`config.mk`:
```
export PLATFORM = sky130hd
export DESIGN_NAME = stack_data_addr_unit_flat
export DESIGN_NICKNAME = d
export VERILOG_FILES = /design/src/rtl/stack_data_addr_unit_pkg.sv /design/src/rtl/stack_data_addr_unit_if.sv /design/src/rtl/stack_data_addr_unit_data_offset_wrap.sv /design/src/rtl/stack_data_addr_unit.sv /design/src/flat_wrapper.sv
export SDC_FILE = /design/constraint.sdc
export NUM_CORES = 1
export LEC_CHECK = 0
export ABC_AREA = 1
export CORE_UTILIZATION = 35
export CTS_CLUSTER_SIZE = 40
export DETAILED_ROUTE_END_ITERATION = 10
export GPL_TIMING_DRIVEN = 0
export HOLD_SLACK_MARGIN = 0.02
export PLACE_DENSITY = 0.55
export SYNTH_ARGS = -nofsm -noshare
export SYNTH_HDL_FRONTEND = slang
export SYNTH_SLANG_ARGS = --single-unit
```
`constraint.sdc`:
```
create_clock -name clk -period 4.5 [get_ports clk]
set_clock_uncertainty 0.15 [all_clocks]
set_input_delay 0.45 -clock clk [delete_from_list [all_inputs] [get_ports clk]]
set_output_delay 0.45 -clock clk [all_outputs]
set_load 0.01 [all_outputs]
```
`src/rtl/stack_data_addr_unit_pkg.sv`:
```
// Shared definitions for the data/stack address unit: operation encodings
// and the default memory-map constants used by the unit and its neighbours.
package sdau_pkg;

  // Operation codes presented by decode/execute
  typedef enum logic [1:0] {
    OP_DATA   = 2'd0,
    OP_PUSH   = 2'd1,
    OP_POP    = 2'd2,
    OP_RELOAD = 2'd3
  } sdau_op_e;

  // Default memory map: data window followed directly by the stack
  localparam int SDAU_ADDR_W    = 8;
  localparam int SDAU_DATA_BASE = 128;
  localparam int SDAU_DATA_SIZE = 96;
  localparam int SDAU_STACK_LO  = SDAU_DATA_BASE + SDAU_DATA_SIZE;
  localparam int SDAU_STACK_HI  = (2 ** SDAU_ADDR_W) - 1;

endpackage

```
`src/rtl/stack_data_addr_unit_if.sv`:
```
// Request/response bundle between the execute stage and the address unit.
// master = requester (execute stage), slave = the address unit itself.
interface stack_data_addr_unit_if
  import sdau_pkg::*;
#(
  parameter int ADDR_W = SDAU_ADDR_W
);
  logic              op_valid;
  sdau_op_e          op;
  logic [ADDR_W-1:0] addr_in;
  logic              flag_clr;
  logic [ADDR_W-1:0] addr_out;
  logic              addr_valid;
  logic [ADDR_W-1:0] sp_out;
  logic              wrap_evt;
  logic              stack_ovf;
  logic              stack_unf;

  modport master (
    output op_valid, op, addr_in, flag_clr,
    input  addr_out, addr_valid, sp_out, wrap_evt, stack_ovf, stack_unf
  );

  modport slave (
    input  op_valid, op, addr_in, flag_clr,
    output addr_out, addr_valid, sp_out, wrap_evt, stack_ovf, stack_unf
  );
endinterface

```
`src/rtl/stack_data_addr_unit_data_offset_wrap.sv`:
```
// Reduces a data offset modulo DATA_SIZE without a divider, using a short
// chain of conditional subtractions. The chain length is the worst case
// number of times DATA_SIZE fits into the full address range.
module data_offset_wrap #(
  parameter int ADDR_W    = 8,
  parameter int DATA_SIZE = 96
) (
  input  logic [ADDR_W-1:0] offset,
  output logic [ADDR_W-1:0] reduced,
  output logic              wrapped
);
  localparam int                STAGES = ((2 ** ADDR_W) + DATA_SIZE - 1) / DATA_SIZE - 1;
  localparam logic [ADDR_W-1:0] SIZE_C = ADDR_W'(DATA_SIZE);

  logic [ADDR_W-1:0] rem;

  // Compare/subtract chain producing offset mod DATA_SIZE
  always_comb begin
    rem = offset;
    for (int i = 0; i < STAGES; i++) begin
      if (rem >= SIZE_C) begin
        rem = rem - SIZE_C;
      end
    end
    reduced = rem;
    wrapped = (offset >= SIZE_C);
  end
endmodule

```
`src/rtl/stack_data_addr_unit.sv`:
```
// Data/stack address unit. Maps data offsets into the data window with
// wrap-around and owns the stack pointer of a downward-growing stack that
// sits directly above the data window. All outputs are registered.
module stack_data_addr_unit
  import sdau_pkg::*;
#(
  parameter int ADDR_W    = SDAU_ADDR_W,
  parameter int DATA_BASE = SDAU_DATA_BASE,
  parameter int DATA_SIZE = SDAU_DATA_SIZE,
  parameter int STACK_LO  = DATA_BASE + DATA_SIZE,
  parameter int STACK_HI  = (2 ** ADDR_W) - 1
) (
  input logic                  clk,
  input logic                  rst,
  stack_data_addr_unit_if.slave bus
);
  localparam logic [ADDR_W-1:0] DATA_BASE_C = ADDR_W'(DATA_BASE);
  localparam logic [ADDR_W-1:0] STACK_HI_C  = ADDR_W'(STACK_HI);
  localparam logic [ADDR_W-1:0] FULL_SP_C   = ADDR_W'(STACK_LO - 1);
  localparam logic [ADDR_W-1:0] ONE_C       = ADDR_W'(1);

  // Memory map must be ordered and the stack must fit inside the address space
  if (!((DATA_BASE + DATA_SIZE <= STACK_LO) && (STACK_LO <= STACK_HI) &&
        (STACK_LO >= 1) && (STACK_HI <= (2 ** ADDR_W) - 1) && (DATA_SIZE >= 1)))
  begin : g_bad_map
    $error("stack_data_addr_unit: inconsistent memory map parameters");
  end

  logic [ADDR_W-1:0] addr_out_q, addr_out_d;
  logic              addr_valid_q, addr_valid_d;
  logic              wrap_evt_q, wrap_evt_d;
  logic [ADDR_W-1:0] sp_q, sp_d;
  logic              stack_ovf_q, stack_ovf_d;
  logic              stack_unf_q, stack_unf_d;

  logic [ADDR_W-1:0] data_off;
  logic              data_wrapped;
  logic              stack_full;
  logic              stack_empty;
  logic              reload_ok;

  data_offset_wrap #(
    .ADDR_W   (ADDR_W),
    .DATA_SIZE(DATA_SIZE)
  ) u_wrap (
    .offset (bus.addr_in),
    .reduced(data_off),
    .wrapped(data_wrapped)
  );

  assign stack_full  = (sp_q == FULL_SP_C);
  assign stack_empty = (sp_q == STACK_HI_C);
  // Compared one bit wider so a stack top at the very end of memory stays a real compare
  assign reload_ok   = ({1'b0, bus.addr_in} >= {1'b0, FULL_SP_C}) &&
                       ({1'b0, bus.addr_in} <= {1'b0, STACK_HI_C});

  // Decode the requested operation into next address, SP and sticky flags
  always_comb begin
    addr_out_d   = addr_out_q;
    addr_valid_d = 1'b0;
    wrap_evt_d   = 1'b0;
    sp_d         = sp_q;
    stack_ovf_d  = stack_ovf_q & ~bus.flag_clr;
    stack_unf_d  = stack_unf_q & ~bus.flag_clr;
    if (bus.op_valid) begin
      case (bus.op)
        OP_DATA: begin
          addr_out_d   = DATA_BASE_C + data_off;
          addr_valid_d = 1'b1;
          wrap_evt_d   = data_wrapped;
        end
        OP_PUSH: begin
          if (stack_full) begin
            stack_ovf_d = 1'b1;
          end else begin
            addr_out_d   = sp_q;
            sp_d         = sp_q - ONE_C;
            addr_valid_d = 1'b1;
          end
        end
        OP_POP: begin
          if (stack_empty) begin
            stack_unf_d = 1'b1;
          end else begin
            addr_out_d   = sp_q + ONE_C;
            sp_d         = sp_q + ONE_C;
            addr_valid_d = 1'b1;
          end
        end
        OP_RELOAD: begin
          if (reload_ok) begin
            sp_d = bus.addr_in;
          end else begin
            stack_ovf_d = 1'b1;
          end
        end
        default: begin
          addr_valid_d = 1'b0;
        end
      endcase
    end
  end

  // Output, stack pointer and flag registers with asynchronous reset
  always_ff @(posedge clk or posedge rst) begin
    if (rst) begin
      addr_out_q   <= DATA_BASE_C;
      addr_valid_q <= 1'b0;
      wrap_evt_q   <= 1'b0;
      sp_q         <= STACK_HI_C;
      stack_ovf_q  <= 1'b0;
      stack_unf_q  <= 1'b0;
    end else begin
      addr_out_q   <= addr_out_d;
      addr_valid_q <= addr_valid_d;
      wrap_evt_q   <= wrap_evt_d;
      sp_q         <= sp_d;
      stack_ovf_q  <= stack_ovf_d;
      stack_unf_q  <= stack_unf_d;
    end
  end

  assign bus.addr_out   = addr_out_q;
  assign bus.addr_valid = addr_valid_q;
  assign bus.wrap_evt   = wrap_evt_q;
  assign bus.sp_out     = sp_q;
  assign bus.stack_ovf  = stack_ovf_q;
  assign bus.stack_unf  = stack_unf_q;
endmodule

```
`src/flat_wrapper.sv`:
```
// flat-port wrapper written by rule: the top's interface ports become plain ports
module stack_data_addr_unit_flat import sdau_pkg::*;
#(
  parameter int ADDR_W    = SDAU_ADDR_W,
  parameter int DATA_BASE = SDAU_DATA_BASE,
  parameter int DATA_SIZE = SDAU_DATA_SIZE,
  parameter int STACK_LO  = DATA_BASE + DATA_SIZE,
  parameter int STACK_HI  = (2 ** ADDR_W) - 1
)
  (clk, rst, bus_op_valid, bus_op, bus_addr_in, bus_flag_clr, bus_addr_out, bus_addr_valid, bus_sp_out, bus_wrap_evt, bus_stack_ovf, bus_stack_unf);
  stack_data_addr_unit_if #(.ADDR_W(ADDR_W)) bus_i ();
  input logic clk;
  input logic rst;
  input wire logic [$bits(bus_i.op_valid)-1:0] bus_op_valid;
  input wire logic [$bits(bus_i.op)-1:0] bus_op;
  input wire logic [$bits(bus_i.addr_in)-1:0] bus_addr_in;
  input wire logic [$bits(bus_i.flag_clr)-1:0] bus_flag_clr;
  output wire logic [$bits(bus_i.addr_out)-1:0] bus_addr_out;
  output wire logic [$bits(bus_i.addr_valid)-1:0] bus_addr_valid;
  output wire logic [$bits(bus_i.sp_out)-1:0] bus_sp_out;
  output wire logic [$bits(bus_i.wrap_evt)-1:0] bus_wrap_evt;
  output wire logic [$bits(bus_i.stack_ovf)-1:0] bus_stack_ovf;
  output wire logic [$bits(bus_i.stack_unf)-1:0] bus_stack_unf;
  assign bus_i.op_valid = bus_op_valid;
  assign bus_i.op = bus_op;
  assign bus_i.addr_in = bus_addr_in;
  assign bus_i.flag_clr = bus_flag_clr;
  assign bus_addr_out = bus_i.addr_out;
  assign bus_addr_valid = bus_i.addr_valid;
  assign bus_sp_out = bus_i.sp_out;
  assign bus_wrap_evt = bus_i.wrap_evt;
  assign bus_stack_ovf = bus_i.stack_ovf;
  assign bus_stack_unf = bus_i.stack_unf;
  stack_data_addr_unit #(.ADDR_W(ADDR_W), .DATA_BASE(DATA_BASE), .DATA_SIZE(DATA_SIZE), .STACK_LO(STACK_LO), .STACK_HI(STACK_HI)) u_core (.clk(clk), .rst(rst), .bus(bus_i));
endmodule
```
; ---- Yosys cells after proc, flatten, opt, wreduce, memory -nomap -nowiden
; Index checks and enable logic that the tools add are counted.
[op_classes]
n_eq_ne = 8
n_lt_le_gt_ge = 3
muxes = 21
n_reduce_logical = 5
bitwise = 3
addsub = 5
[ops]
columns = op, count
row1 = 2-to-1 mux 8 bit, 6
row2 = one-hot mux 8 bit (3 select lines), 2
row3 = "equality test 8 bit, second input constant", 2
row4 = "greater-or-equal comparator 8 x 7 -> 1 bit, second input constant", 2
row5 = "subtractor 8 x 7 -> 8 bit, second input constant", 2
row6 = 2-to-1 mux 1 bit, 11
row7 = "adder 8 x 1 -> 8 bit, second input constant", 1
row8 = "adder 8 bit, first input constant", 1
row9 = "greater-or-equal comparator 8 bit, second input constant", 1
row10 = "subtractor 8 x 1 -> 8 bit, second input constant", 1
row11 = nonzero test 3 bit, 2
row12 = AND reduction 5 bit, 1
row13 = "equality test 2 bit, second input constant", 2
row14 = "inequality test 2 bit, second input constant", 2
row15 = AND reduction 4 bit, 1
row16 = one-hot mux 1 bit (3 select lines), 1
row17 = AND 1 bit, 2
row18 = "equality test 2 x 1 -> 1 bit, second input constant", 1
row19 = zero test 2 bit, 1
row20 = "inequality test 2 x 1 -> 1 bit, second input constant", 1
row21 = one-hot mux 1 bit (2 select lines), 1
row22 = inverter 1 bit, 1
[totals]
regBits = 20
in_bits = 14

; ---- Depth between registers and ports, before layout
; Gate-level depths: netlist of the first run.
[depth]
word_depth = 6
mapped_depth = 11

; ---- Modules after synthesis
; Synthesis of the first run repeated with hierarchy kept, for this count alone.
[hier_totals]
cells_unflattened = 274
area_unflattened_um2 = 1836.8
[modules_own_cells]
columns = mod, cells_per_inst, n_inst, seq_area_each_um2, area_per_inst_um2
row1 = stack_data_addr_unit, 235, 1, 511.7, 1592.8
row2 = data_offset_wrap, 39, 1, 0.0, 244.0

; ---- Worst setup path before layout of the first run
; OpenSTA, ideal clock, no wires.
[synth_path]
path_kind = register to register
start = register u_core.sp_q[0], in the netlist u_core.bus.sp_out[0]
end = register u_core.sp_q[0], in the netlist u_core.bus.sp_out[0]
arrival_time_ns = 1.644
required_ns = 4.271
path_stages_with_launch = 11
path_buffers = 1
slack_ns = 2.627
cell_sequence = dfstp_2 > ha_1 > nand2_2 > nor2_4 > nand4_1 > or2_0 > nand2_2 > nor2_2 > buf_6 > nand2_1 > o21ai_2
[synth_via]
elab_chain_cells = 3
word_cells_on_any_way = 10
[synth_rtl]
columns = item, line
row1 = from (decl), stack_data_addr_unit.sv:32  ; logic [ADDR_W-1:0] sp_q, sp_d;
row2 = from (signal assigned), stack_data_addr_unit.sv:117  ; sp_q <= sp_d;
row3 = adder 8 x 1 -> 8 bit (tied with other cells), stack_data_addr_unit.sv:86  ; sp_d = sp_q + ONE_C;
row4 = 2-to-1 mux 8 bit (tied with other cells), stack_data_addr_unit.sv:82  ; if (stack_empty) begin
row5 = one-hot mux 8 bit (3 select lines) / AND reduction 5 bit (equally long branches), n/a
; Parallel ways exist; a longest one is shown, timed or not. The select of a mux whose other input is x is not followed.
; A chain may end at the register's enable or synchronous reset.

; ---- Worst setup path in the final report of the first run
[layout_path]
start = input bus_op[1]
end = register u_core.addr_out_q[7], in the netlist u_core.bus.addr_out[7]
[layout_via]
elab_chain_cells = 3
word_cells_on_any_way = 8
[layout_rtl]
columns = item, line
row1 = from (decl), flat_wrapper.sv:15  ; input wire logic [$bits(bus_i.op)-1:0] bus_op;
row2 = equality test 2 bit (tied with other cells), stack_data_addr_unit.sv:66  ; case (bus.op)
row3 = inequality test 2 bit (no line) / nonzero test 3 bit (equally long branches), n/a
row4 = AND reduction 4 bit (no line), n/a
row5 = to (signal assigned), stack_data_addr_unit.sv:114  ; addr_out_q <= addr_out_d;
row6 = to (decl), stack_data_addr_unit.sv:29  ; logic [ADDR_W-1:0] addr_out_q, addr_out_d;
; Parallel ways exist; a longest one is shown, timed or not.

==> results of run 1 <==
==> where the power goes <==
part / total [mW] / switching [mW] / internal, mW / leakage, nW
registers: 0.290 / 0.0456 / 0.244 / 0.233
logic: 0.382 / 0.211 / 0.171 / 0.724
clock network: 0.186 / 0.0667 / 0.119 / 0.0357
total: 0.857 / 0.323 / 0.534 / 0.993
==> cells in the mapped netlist <==
master | n | area, sq um
o21ai_0 | 26 | 130
a31oi_1 | 1 | 6.26
nor2_2 | 1 | 6.26
dfstp_2 | 9 | 236
inv_2 | 2 | 7.51
o22ai_1 | 2 | 12.5
buf_4 | 1 | 7.51
dfrtp_1 | 11 | 275
nand3_1 | 24 | 120
or2_0 | 1 | 6.26
o211ai_1 | 2 | 15.0
nor3b_1 | 1 | 7.51
a21oi_1 | 13 | 65.1
nor2_4 | 1 | 11.3
nand4_1 | 6 | 37.5
inv_1 | 32 | 120
clkbuf_1 | 1 | 3.75
nand2_2 | 2 | 12.5
nand2_1 | 75 | 282
xnor2_1 | 1 | 8.76
buf_6 | 1 | 11.3
ha_1 | 7 | 87.6
buf_2 | 3 | 15.0
nor2_1 | 18 | 67.6
o21ai_1 | 1 | 5.00
o21ai_2 | 5 | 43.8
==> sequential cells by signal, indices dropped and copies added, names as in the netlist <==
signal and count:
u_core.bus.addr_out 8, u_core.bus.addr_valid 1, u_core.bus.sp_out 8, u_core.bus.stack_ovf 1, u_core.bus.stack_unf 1, u_core.bus.wrap_evt 1
==> logic make-up after synthesis <==
kind of cell,synth area share
flops,0.320
compound gates,0.173
fa+ha+maj,0.0547
xor+xnor,0.00547
buf+inv,0.103
simple gates,0.344
==> per-stage QoR <==
stage | hold WS [ns] | power [mW]
global placement | 0.312 | 0.674
floorplan | 0.257 | 0.513
global route | 0.357 | 0.924
finish | 0.327 | 0.857
detailed placement | 0.312 | 0.674
CTS | 0.327 | 0.864
==> worst register-to-register path: cells and delay by family (launching register included) <==
| kind | cells | cell delay [ns] |
|---|---|---|
| and+or+nand+nor | 7 | 0.80 |
| DFF | 1 | 0.56 |
| adders and majority gates | 1 | 0.27 |
| buffers and inverters | 1 | 0.16 |
| AOI/OAI and AO/OA | 1 | 0.05 |
==> per-layer routing <==
layer / wire length [um] / vias up / track usage
met2: 1960 / 45 / 0.299
li1: - / 875 / -
met1: 2190 / 739 / 0.281
met5: 0 / - / 0
met3: 194 / 4 / 0.0218
met4: 51 / 0 / 0.0622
==> layout make-up <==
type	instances	share of cell area
inverter	34	0.0617
clock inverter	1	0.0145
sequential	20	0.247
buffer	6	0.0181
clock buffer	3	0.0200
multi-input combinational	187	0.447
tap	52	0.0315
timing repair buffer	33	0.160
==> final timing paths <==
check                      cells past startpoint                                 end  slack, ns
min in group asynchronous                      2     u_core.bus.addr_valid$_DFF_PP0_       0.48
hold / removal                                 2  u_core.bus.addr_out[7]$_DFFE_PP1P_       0.33
hold reg to reg                                2  u_core.bus.addr_out[7]$_DFFE_PP1P_       0.33
setup / recovery                              10  u_core.bus.addr_out[7]$_DFFE_PP1P_       2.13
max in group asynchronous                      2  u_core.bus.addr_out[0]$_DFFE_PP0P_       3.24
setup reg to reg                              10    u_core.bus.sp_out[0]$_DFFE_PP1P_       2.45
==> reports/results.tsv, run 1 <==
metric	value	unit
fin_cells	336	
maxSlewHeadroom	0.480	
grt_max_degree	21	
synth.distinct_cells	26	
grt_pass1_wl	7.40	mm
final_cell_mix	75 x nand2_1, 33 x clkdlybuf4s50_1, 32 x inv_1	
start_util	0.365	
cts_resized	0	
h-tree-depth	1	
syn_inst	247	
hold_viol	0	
crit_start	bus_op[1]	
max_cap_viol_count	0	
grt_overflow	0	
cts_buffers	3	
worstSetupPathType	in -> reg	
path_cells	clkdlybuf4s50_1, inv_1, ha_1, inv_1, o21ai_0, a21oi_1, nand2_1, inv_1, o21ai_0, nand2_1	
final.setup.tns	0	ns
cts-root-buf	clkbuf_8	
setup_viol	0	
yosysWarnings	0	
rows	24	
gp_congestion	0.881	
worst-path-buf-inv	4	
peakVddDrop	0.000132	V
final_util	0.472	
final_area	2070	sq um
pre_cts_ws	1.85	ns
avgRoutedWirePerCell	13.1	um
first_global_vias	1513	
drt_wl_total	4.39	mm
cp_max_fo	7	
antenna_found_initial	0	
crit_required	4.56	ns
drt_iter0_drc	106	
grt_util_all_layers	0.193	
critPathCaptureType	register	
port_buffers	33	
slowest_delay	0.52	ns
hp-start	u_core.bus.addr_out[7]$_DFFE_PP1P_	
synthesis.area	1600	sq um
cts.sinks	20	
p_per_area	414	nW/um^2
dieArea	4850	sq um
synth.avg_cell_area	6.48	sq um
p_leak	0.993	nW
syn2layout_area_growth	29.1	%
r2r_start	u_core.bus.sp_out[0]$_DFFE_PP1P_	
route.detailed.drc	0	
fmax	423	MHz
regArea	512	sq um
io_pins	34	
yosysSeqAreaShare	0.320	
grt_setup_unrepaired	false	
dpl_cell_area	2000	sq um
place_hpwl	3.42	mm
clkLatencyLatePin	0.26	ns
vias_per_cell	4.95	
drive_above_1_share	0.102	
cp_common_cell	inv_1	
nFillCells	456	
core	4380	sq um
drt_first_pass_iters	5	
hold_path.class	reg -> reg	
cts_setup_buffers	0	
clk_pin_slew	0.08	ns
critical_path.top_delay_family	buffers and inverters	
period_share	0.526	
start_kind	input port	
final_common_cell	nand2_1	
die_y	69.6	um
antenna_cells	0	
cts_tree	yes	
vias	1663	
clockBufferDepth	2	
ant_nets	0	
syn_nets	268	
nNetsFinal	306	
slowest_stage	clkdlybuf4s50_1	
worst_slew_pin_slew	0.779	ns
multi_input_area	925	sq um
min_period	2.37	ns
ys_seq_elements	20	
worst_slack	2.13	ns
status	finished, final reports clean	
dp_cells	332	
critPathArrivalTime	2.43	ns
dieWidth	69.6	um
maxSlewViolCount	0	
holdBufCountCts	0	
Note: power is estimated with default switching activity, not from simulation.
==> inputs of run 2 (changes only) <==
==> constraint.sdc (replaced) <==
create_clock -name clk -period 2.5 [get_ports clk]
set_clock_uncertainty 0.15 [all_clocks]
set_input_delay 0.25 -clock clk [delete_from_list [all_inputs] [get_ports clk]]
set_output_delay 0.25 -clock clk [all_outputs]
set_load 0.01 [all_outputs]
==> results of run 2 <==
The final DEF is identical to that of run 1. Status: finished, final reports clean.
Among the figures that moved: setup slack after placement 1.85 ns -> 0.0471 ns; setup slack after layout 2.13 ns -> 0.335 ns; hold slack 0.327 ns -> 0.277 ns; register-to-register setup slack 2.45 ns -> 0.45 ns; total power 0.857 mW -> 1.54 mW; worst IR drop on VDD 0.000132 V -> 0.000237 V
